**config.mk**
```make
export PLATFORM = sky130hd
export DESIGN_NAME = fetch_unit
export DESIGN_NICKNAME = d
export VERILOG_FILES = /design/src/rtl/fetch_pkg.sv /design/src/rtl/fetch_fifo.sv /design/src/rtl/fetch_unit.sv
export SDC_FILE = /design/constraint.sdc
export NUM_CORES = 1
export LEC_CHECK = 0
export ABC_AREA = 1
export ABC_CLOCK_PERIOD_IN_PS = 21700
export CORE_MARGIN = 2
export CORE_UTILIZATION = 34
export DETAILED_ROUTE_END_ITERATION = 12
export PLACE_DENSITY = 0.6
export SLEW_MARGIN = 30
export SYNTH_ARGS = -nofsm -noshare
export SYNTH_HDL_FRONTEND = slang
export SYNTH_HIERARCHICAL = 1
export SYNTH_SLANG_ARGS = --single-unit
```
**constraint.sdc**
```tcl
create_clock -name clk -period 21.7 [get_ports clk]
set_clock_uncertainty 0.05 [all_clocks]
set_input_delay 4.34 -clock clk [delete_from_list [all_inputs] [get_ports clk]]
set_output_delay 4.34 -clock clk [all_outputs]
set_load 0.1 [all_outputs]
```
**src/rtl/fetch_pkg.sv**
```systemverilog
// Shared types and constants for the instruction-fetch stage.
package fetch_pkg;

    localparam int XLEN = 32;

    localparam logic [XLEN-1:0] INST_NOP = 32'h0000_0013;

    typedef struct packed {
        logic [XLEN-1:0] pc;
        logic [XLEN-1:0] inst;
    } fetch_entry_t;

endpackage

```
**src/rtl/fetch_fifo.sv**
```systemverilog
// Synchronous FIFO of fetched {pc, inst} entries with flush.
module fetch_fifo
    import fetch_pkg::*;
#(
    parameter int DEPTH = 2
) (
    input  logic                     clk,
    input  logic                     rstn,
    input  logic                     push,
    input  fetch_entry_t             push_data,
    input  logic                     pop,
    input  logic                     flush,
    output logic [$clog2(DEPTH):0]   cnt,
    output fetch_entry_t             head,
    output logic                     valid
);

    localparam int AW = $clog2(DEPTH);

    fetch_entry_t    mem_q [DEPTH];
    logic [AW-1:0]   rd_q;
    logic [AW-1:0]   wr_q;
    logic [AW:0]     cnt_q;

    always_ff @(posedge clk) begin
        if (!rstn || flush) begin
            rd_q  <= '0;
            wr_q  <= '0;
            cnt_q <= '0;
        end else begin
            if (push) begin
                wr_q <= wr_q + AW'(1);
            end
            if (pop) begin
                rd_q <= rd_q + AW'(1);
            end
            cnt_q <= cnt_q + (AW+1)'(push) - (AW+1)'(pop);
        end
    end

    // Storage needs no reset; cnt_q alone decides what is visible.
    always_ff @(posedge clk) begin
        if (rstn && !flush && push) begin
            mem_q[wr_q] <= push_data;
        end
    end

    assign cnt   = cnt_q;
    assign head  = mem_q[rd_q];
    assign valid = (cnt_q != '0);

endmodule

```
**src/rtl/fetch_unit.sv**
```systemverilog
// Instruction-fetch stage: PC sequencing, credit-based stall, redirect flush.
// Optional perf counters are built when FETCH_PERF_EN is defined.
module fetch_unit
    import fetch_pkg::*;
#(
    parameter int DEPTH = 2
) (
    input  logic            clk,
    input  logic            rstn,
    input  logic [XLEN-1:0] pc,
    output logic [XLEN-1:0] npc,
    output logic [XLEN-1:0] im_addr,
    output logic            im_en,
    input  logic [XLEN-1:0] im_rdata,
    input  logic            redirect,
    input  logic [XLEN-1:0] redirect_pc,
    output logic            id_valid,
    input  logic            id_ready,
    output logic [XLEN-1:0] id_pc,
    output logic [XLEN-1:0] id_inst
`ifdef FETCH_PERF_EN
    ,
    output logic [XLEN-1:0] perf_fetched,
    output logic [XLEN-1:0] perf_stall
`endif
);

    localparam int CW = $clog2(DEPTH) + 1;

    logic [CW-1:0]   cnt;
    logic [CW:0]     occ;
    logic            infl_q;
    logic [XLEN-1:0] infl_pc_q;
    logic            pop;
    logic            push;
    logic            credit_ok;
    logic            fifo_valid;
    fetch_entry_t    head;
    fetch_entry_t    push_data;

    assign pop       = fifo_valid && id_ready;
    assign push      = infl_q && !redirect;
    assign push_data = '{pc: infl_pc_q, inst: im_rdata};

    // Occupancy once everything outstanding has landed.
    assign occ       = {1'b0, cnt} + (CW+1)'(infl_q) - (CW+1)'(pop);
    assign credit_ok = occ < (CW+1)'(DEPTH);
    assign im_en     = !redirect && credit_ok;
    assign im_addr   = pc;

    always_comb begin
        npc = pc;
        unique case (1'b1)
            redirect: npc = redirect_pc;
            im_en:    npc = pc + 32'd4;
            default:  npc = pc;
        endcase
    end

    always_ff @(posedge clk) begin
        if (!rstn) begin
            infl_q <= 1'b0;
        end else begin
            infl_q <= im_en;
        end
    end

    always_ff @(posedge clk) begin
        if (im_en) begin
            infl_pc_q <= pc;
        end
    end

    fetch_fifo #(
        .DEPTH (DEPTH)
    ) u_fifo (
        .clk       (clk),
        .rstn      (rstn),
        .push      (push),
        .push_data (push_data),
        .pop       (pop),
        .flush     (redirect),
        .cnt       (cnt),
        .head      (head),
        .valid     (fifo_valid)
    );

    assign id_valid = fifo_valid;
    assign id_pc    = fifo_valid ? head.pc : '0;
    assign id_inst  = fifo_valid ? head.inst : INST_NOP;

`ifdef FETCH_PERF_EN
    logic [XLEN-1:0] perf_fetched_q;
    logic [XLEN-1:0] perf_stall_q;

    always_ff @(posedge clk) begin
        if (!rstn) begin
            perf_fetched_q <= '0;
            perf_stall_q   <= '0;
        end else begin
            perf_fetched_q <= perf_fetched_q + XLEN'(pop);
            perf_stall_q   <= perf_stall_q + XLEN'(!redirect && !im_en);
        end
    end

    assign perf_fetched = perf_fetched_q;
    assign perf_stall   = perf_stall_q;
`endif

endmodule

```
---- Word level (Yosys, flattened, before mapping) ----
Memories as Yosys holds them, arrays and structs flattened. A register that Yosys moved wholly into a read port is not among the register bits.
Index checks and enable logic that the tools add are counted.
word-level totals
  register bits after elaboration ......... 37
  RAM bits ................................ 128
  output and inout port bits .............. 130
  memories ................................ 1
cells by class
  add/sub/neg operators ................... 7
  order comparisons ....................... 1
  mux-type cells .......................... 7
  reductions and logical operators ........ 9
memories
  name          depth  bits a word  read ports  clocked after memory_dff  write ports  line              RTL
  u_fifo.mem_q  2      64           1           1                         1            fetch_fifo.sv:20  fetch_entry_t mem_q [DEPTH];
operators with widths
  kind                   count
  $mux 32                2
  $pmux 32 s2            1
  $add 32x3->32 const B  1
  $logic_and 1x1->1      5
  $mux 1                 4
  $add 2x1->3            1
  $lt 3x2->1 const B     1
  $sub 3x1->3            1
  $add 1x1->1 const B    2
  $add 2x1->2            1
  $logic_not 1->1        2
  $reduce_bool 2->1      1
  $sub 2x1->2            1
  $logic_or 1x1->1       1

---- Logic depth before layout (Yosys ltp) ----
  depth after elaboration ................. 6
  depth in mapped cells ................... 16

---- Cells and area by module ----
The synthesis kept the hierarchy.
modules (own cells, without submodules)
  module      times used  cells each  area each (sq um)
  fetch_fifo  1           231         5152.4
  fetch_unit  1           544         3314.4

---- Worst setup path before layout ----
OpenSTA, ideal clock, no wires.
  path type ............................... in2out
  from .................................... in id_ready
  to ...................................... out npc[10]
  arrival ................................. 7.867 ns
  setup slack ............................. 9.443 ns
  stages .................................. 10
  path buffers ............................ 1
  cell sequence ........................... nand2_1 > inv_1 > ha_1 > nor2_1 > fa_1 > nand3b_1 > nor2_1 > buf_4 > inv_1 > o21ai_0
between the ends
  longest elaborated chain between the ends .. 5
RTL lines
  what                line              RTL
  start: declaration  fetch_unit.sv:18  input logic id_ready,
  $logic_and 1x1->1   fetch_unit.sv:41  assign pop = fifo_valid && id_ready;
  named net pop       fetch_unit.sv:34  logic pop;
  $sub 3x1->3         fetch_unit.sv:46  assign occ = {1'b0, cnt} + (CW+1)'(infl_q) - (CW+1)'(pop);
  $lt 3x2->1          fetch_unit.sv:47  assign credit_ok = occ < (CW+1)'(DEPTH);
  $logic_and 1x1->1   fetch_unit.sv:48  assign im_en = !redirect && credit_ok;
  $pmux 32 s2         fetch_unit.sv:53  unique case (1'b1)
  end: declaration    fetch_unit.sv:11  output logic [XLEN-1:0] npc,
The timed path passes the listed nets, and every way through them passes these cells.

---- Worst setup path after layout ----
  from .................................... in id_ready
  to ...................................... out npc[5]
Same word-level chain as after synthesis.

==> results.cfg <==
[final_layout]
drive_gt1_share_pct = 13.4
antenna_cells = 0
seq_area_sq_um = 4930
nFillCells = 2284
multi_input_area_sq_um = 2660
syn2layout_area_growth_pct = 34.8
final_nets = 1080
finalInstanceArea_sq_um = 11400

[route]
drc_errors = 0
first_pass_iters = 4
drt-initial-drc-count = 282
wire_per_inst_um = 15.7
ant_nets = 0
dr_total_vias = 5849
viasPerCell = 4.46
routed_wl_um = 20600

[synth]
synthFlopType = edfxtp_1
ys_seq_area_share_pct = 58.2
syn-num-nets = 880
async_flop_share_pct = 0
synth.most_common_cell = nand2_1
syn_inst = 775
synth_edf_count = 160
synth_area_leaders = edfxtp_1 (57%), mux2_4 (11%), nand2_1 (9.4%)
yosysUniqueCellTypes = 31
yosysTopAreaCell = edfxtp_1
synth.cells.most_frequent = nand2_1 (213), edfxtp_1 (160), inv_1 (120)
avgSynthCellArea_sq_um = 10.9
ys_warn_count = 6
synth_seq_cells = 166
synthDominantCellAreaShare_pct = 56.7
syn_area_sq_um = 8470

[run]
cap_violations = 0

[global_route]
grt_pass1_vias = 5857
grt_overflow = 0
track_usage_pct = 16.1
antenna_found_initial = 0
grt_pass1_wl_um = 32300
grt_start_max_net_pins = 66

[clocking]
cts_tree = done
post-cts-setup-buffers = 0
clockBufferDepth = 2
clk_latency_ns = 0.41
cts_root_buffer = clkbuf_16
cts_max_level = 4
ctsResizeCount = 0
cts_sinks = 166
cts.clk_slew.worst_paths_ns = 0.06
ctsHoldBuffers = 0
numCtsBuffers = 17

[run_status]
outcome = finished clean

[sta]
tightest_slew_ns = 1.05
max_freq_mhz = 78.7
tns_ns = 0
period_needed_ns = 12.70
grt_setup_unrepaired = false
fin_ws_ns = 9.00
setup_viol = 0
finalCritPeriodShare_pct = 58.5
slew_viol_final = 0
relSlewSlack_pct = 29.6
hold_violations = 0

[pwr]
vdd_drop_max_uv = 41.6
finalPower_mw = 0.880
p_leak_nw = 4.66
p_per_area_nw_per_um2 = 77.1

[critical_path]
start_kind = input port
critical_path.top_delay_family = buffers and inverters
slowest_stage = clkdlybuf4s50_1
slowest_delay_ns = 1.16
path_buf_inv = 5
path_class = input port to output pin
r2r_setup_slack_ns = 18.58
worstPathArrival_ns = 8.31
endpoint_kind = output pin
path_cells = clkdlybuf4s50_1 -> nand2_1 -> inv_1 -> ha_1 -> nor2_1 -> fa_1 -> nand3b_1 -> nor2_4 -> buf_4 -> inv_1 -> o211ai_1 -> clkdlybuf4s50_1
worst_ep_required_time_ns = 17.31
path_max_fanout = 61

[die]
start_util_pct = 34.7
core-area_sq_um = 24400
ios = 230
rows = 57
die_height_um = 162
die-width_um = 162
dieArea_sq_um = 26200

[placement]
detailedPlace.worstSlack_ns = 9.02
place_area_sq_um = 10800
port_buffers = 229
gp_congestion = 0.825
dp_hpwl_um = 14200

[hold_path]
hold_path_class = flip-flop to flip-flop
## stage by stage
stage / hold slack (ns) / utilization (%) / std cells
2_1_floorplan: 0.371 / - / 775
3_3_place_gp: 0.373 / 44.3 / 1280
3_5_place_dp: 0.380 / 44.2 / 1280
4_1_cts: 0.389 / 46.9 / 1310
5_1_grt: 0.396 / 46.8 / 1310
6_report: 0.394 / 46.8 / 1310
## cell usage in the layout (no fill, tap or decap)
master	count
a21oi_1	2
a22oi_1	1
and2_1	2
buf_2	6
buf_4	7
bufinv_16	6
clkbuf_1	1
clkbuf_16	17
clkbuf_2	1
clkdlybuf4s50_1	222
clkinv_1	1
clkinvlp_4	3
dfxtp_1	5
dfxtp_4	1
edfxtp_1	160
fa_1	1
ha_1	4
inv_1	120
inv_2	1
inv_6	1
inv_8	1
mux2_2	4
mux2_4	60
nand2_1	213
nand2_2	6
nand2_4	2
nand3_1	49
nand3b_1	2
nor2_1	39
nor2_2	5
nor2_4	8
nor3_2	1
o211ai_1	6
o21ai_0	15
o21bai_1	7
or2_2	2
xnor2_1	1
xor2_1	3
## where the power goes
part / switching (mW) / leakage (nW) / total [mW] / internal [mW]
sequential: 0.00260 / 1.51 / 0.362 / 0.360
clock: 0.119 / 0.308 / 0.335 / 0.215
combinational: 0.136 / 2.84 / 0.183 / 0.0473
total: 0.258 / 4.66 / 0.880 / 0.622
## cell families after synthesis
group,Yosys count,share of synthesized area [%]
AOI/OAI and AO/OA,31,2.25
xor gates and xnor gates,4,0.414
adders and majority gates,5,0.828
buffers and inverters,176,10.6
DFF,166,58.2
muxes,64,11.2
and+or+nand+nor,329,16.6
## cell type report
| cell class | instances | area share [%] |
|---|---|---|
| flip-flops and latches | 166 | 43.2 |
| inverters | 121 | 3.98 |
| repair buffers | 236 | 20.2 |
| multi-input cells | 433 | 23.3 |
| clock inverters | 12 | 1.98 |
| clock buffers | 18 | 3.76 |
| well taps | 324 | 3.55 |
## path summary, 6_finish.rpt
| path | endpoint | cells past startpoint | start |
|---|---|---|---|
| max | npc[5] | 12 | id_ready |
| min | u_fifo/mem_q[1][45] | 0 | infl_pc_q[13] |
| max reg2reg | infl_q | 11 | u_fifo/cnt[1] |
| min reg2reg | u_fifo/mem_q[1][45] | 0 | infl_pc_q[13] |
## layer usage
metal	track usage (%)	wire length [um]	up-vias
met5	0	0	-
met4	5.19	348	0
met3	5.11	1590	16
met2	26.4	9680	222
met1	20.3	8970	2719
li1	-	-	2892
## flip-flops by register name (all words and copies together), names as in the netlist, named ones only
| signal | flops |
|---|---|
| u_fifo/cnt | 2 |
| infl_q | 1 |
| u_fifo/mem_q | 128 |
| u_fifo/wr_q | 1 |
| infl_pc_q | 32 |
| u_fifo/rd_q | 1 |
Power figures use the tool's default switching activity.
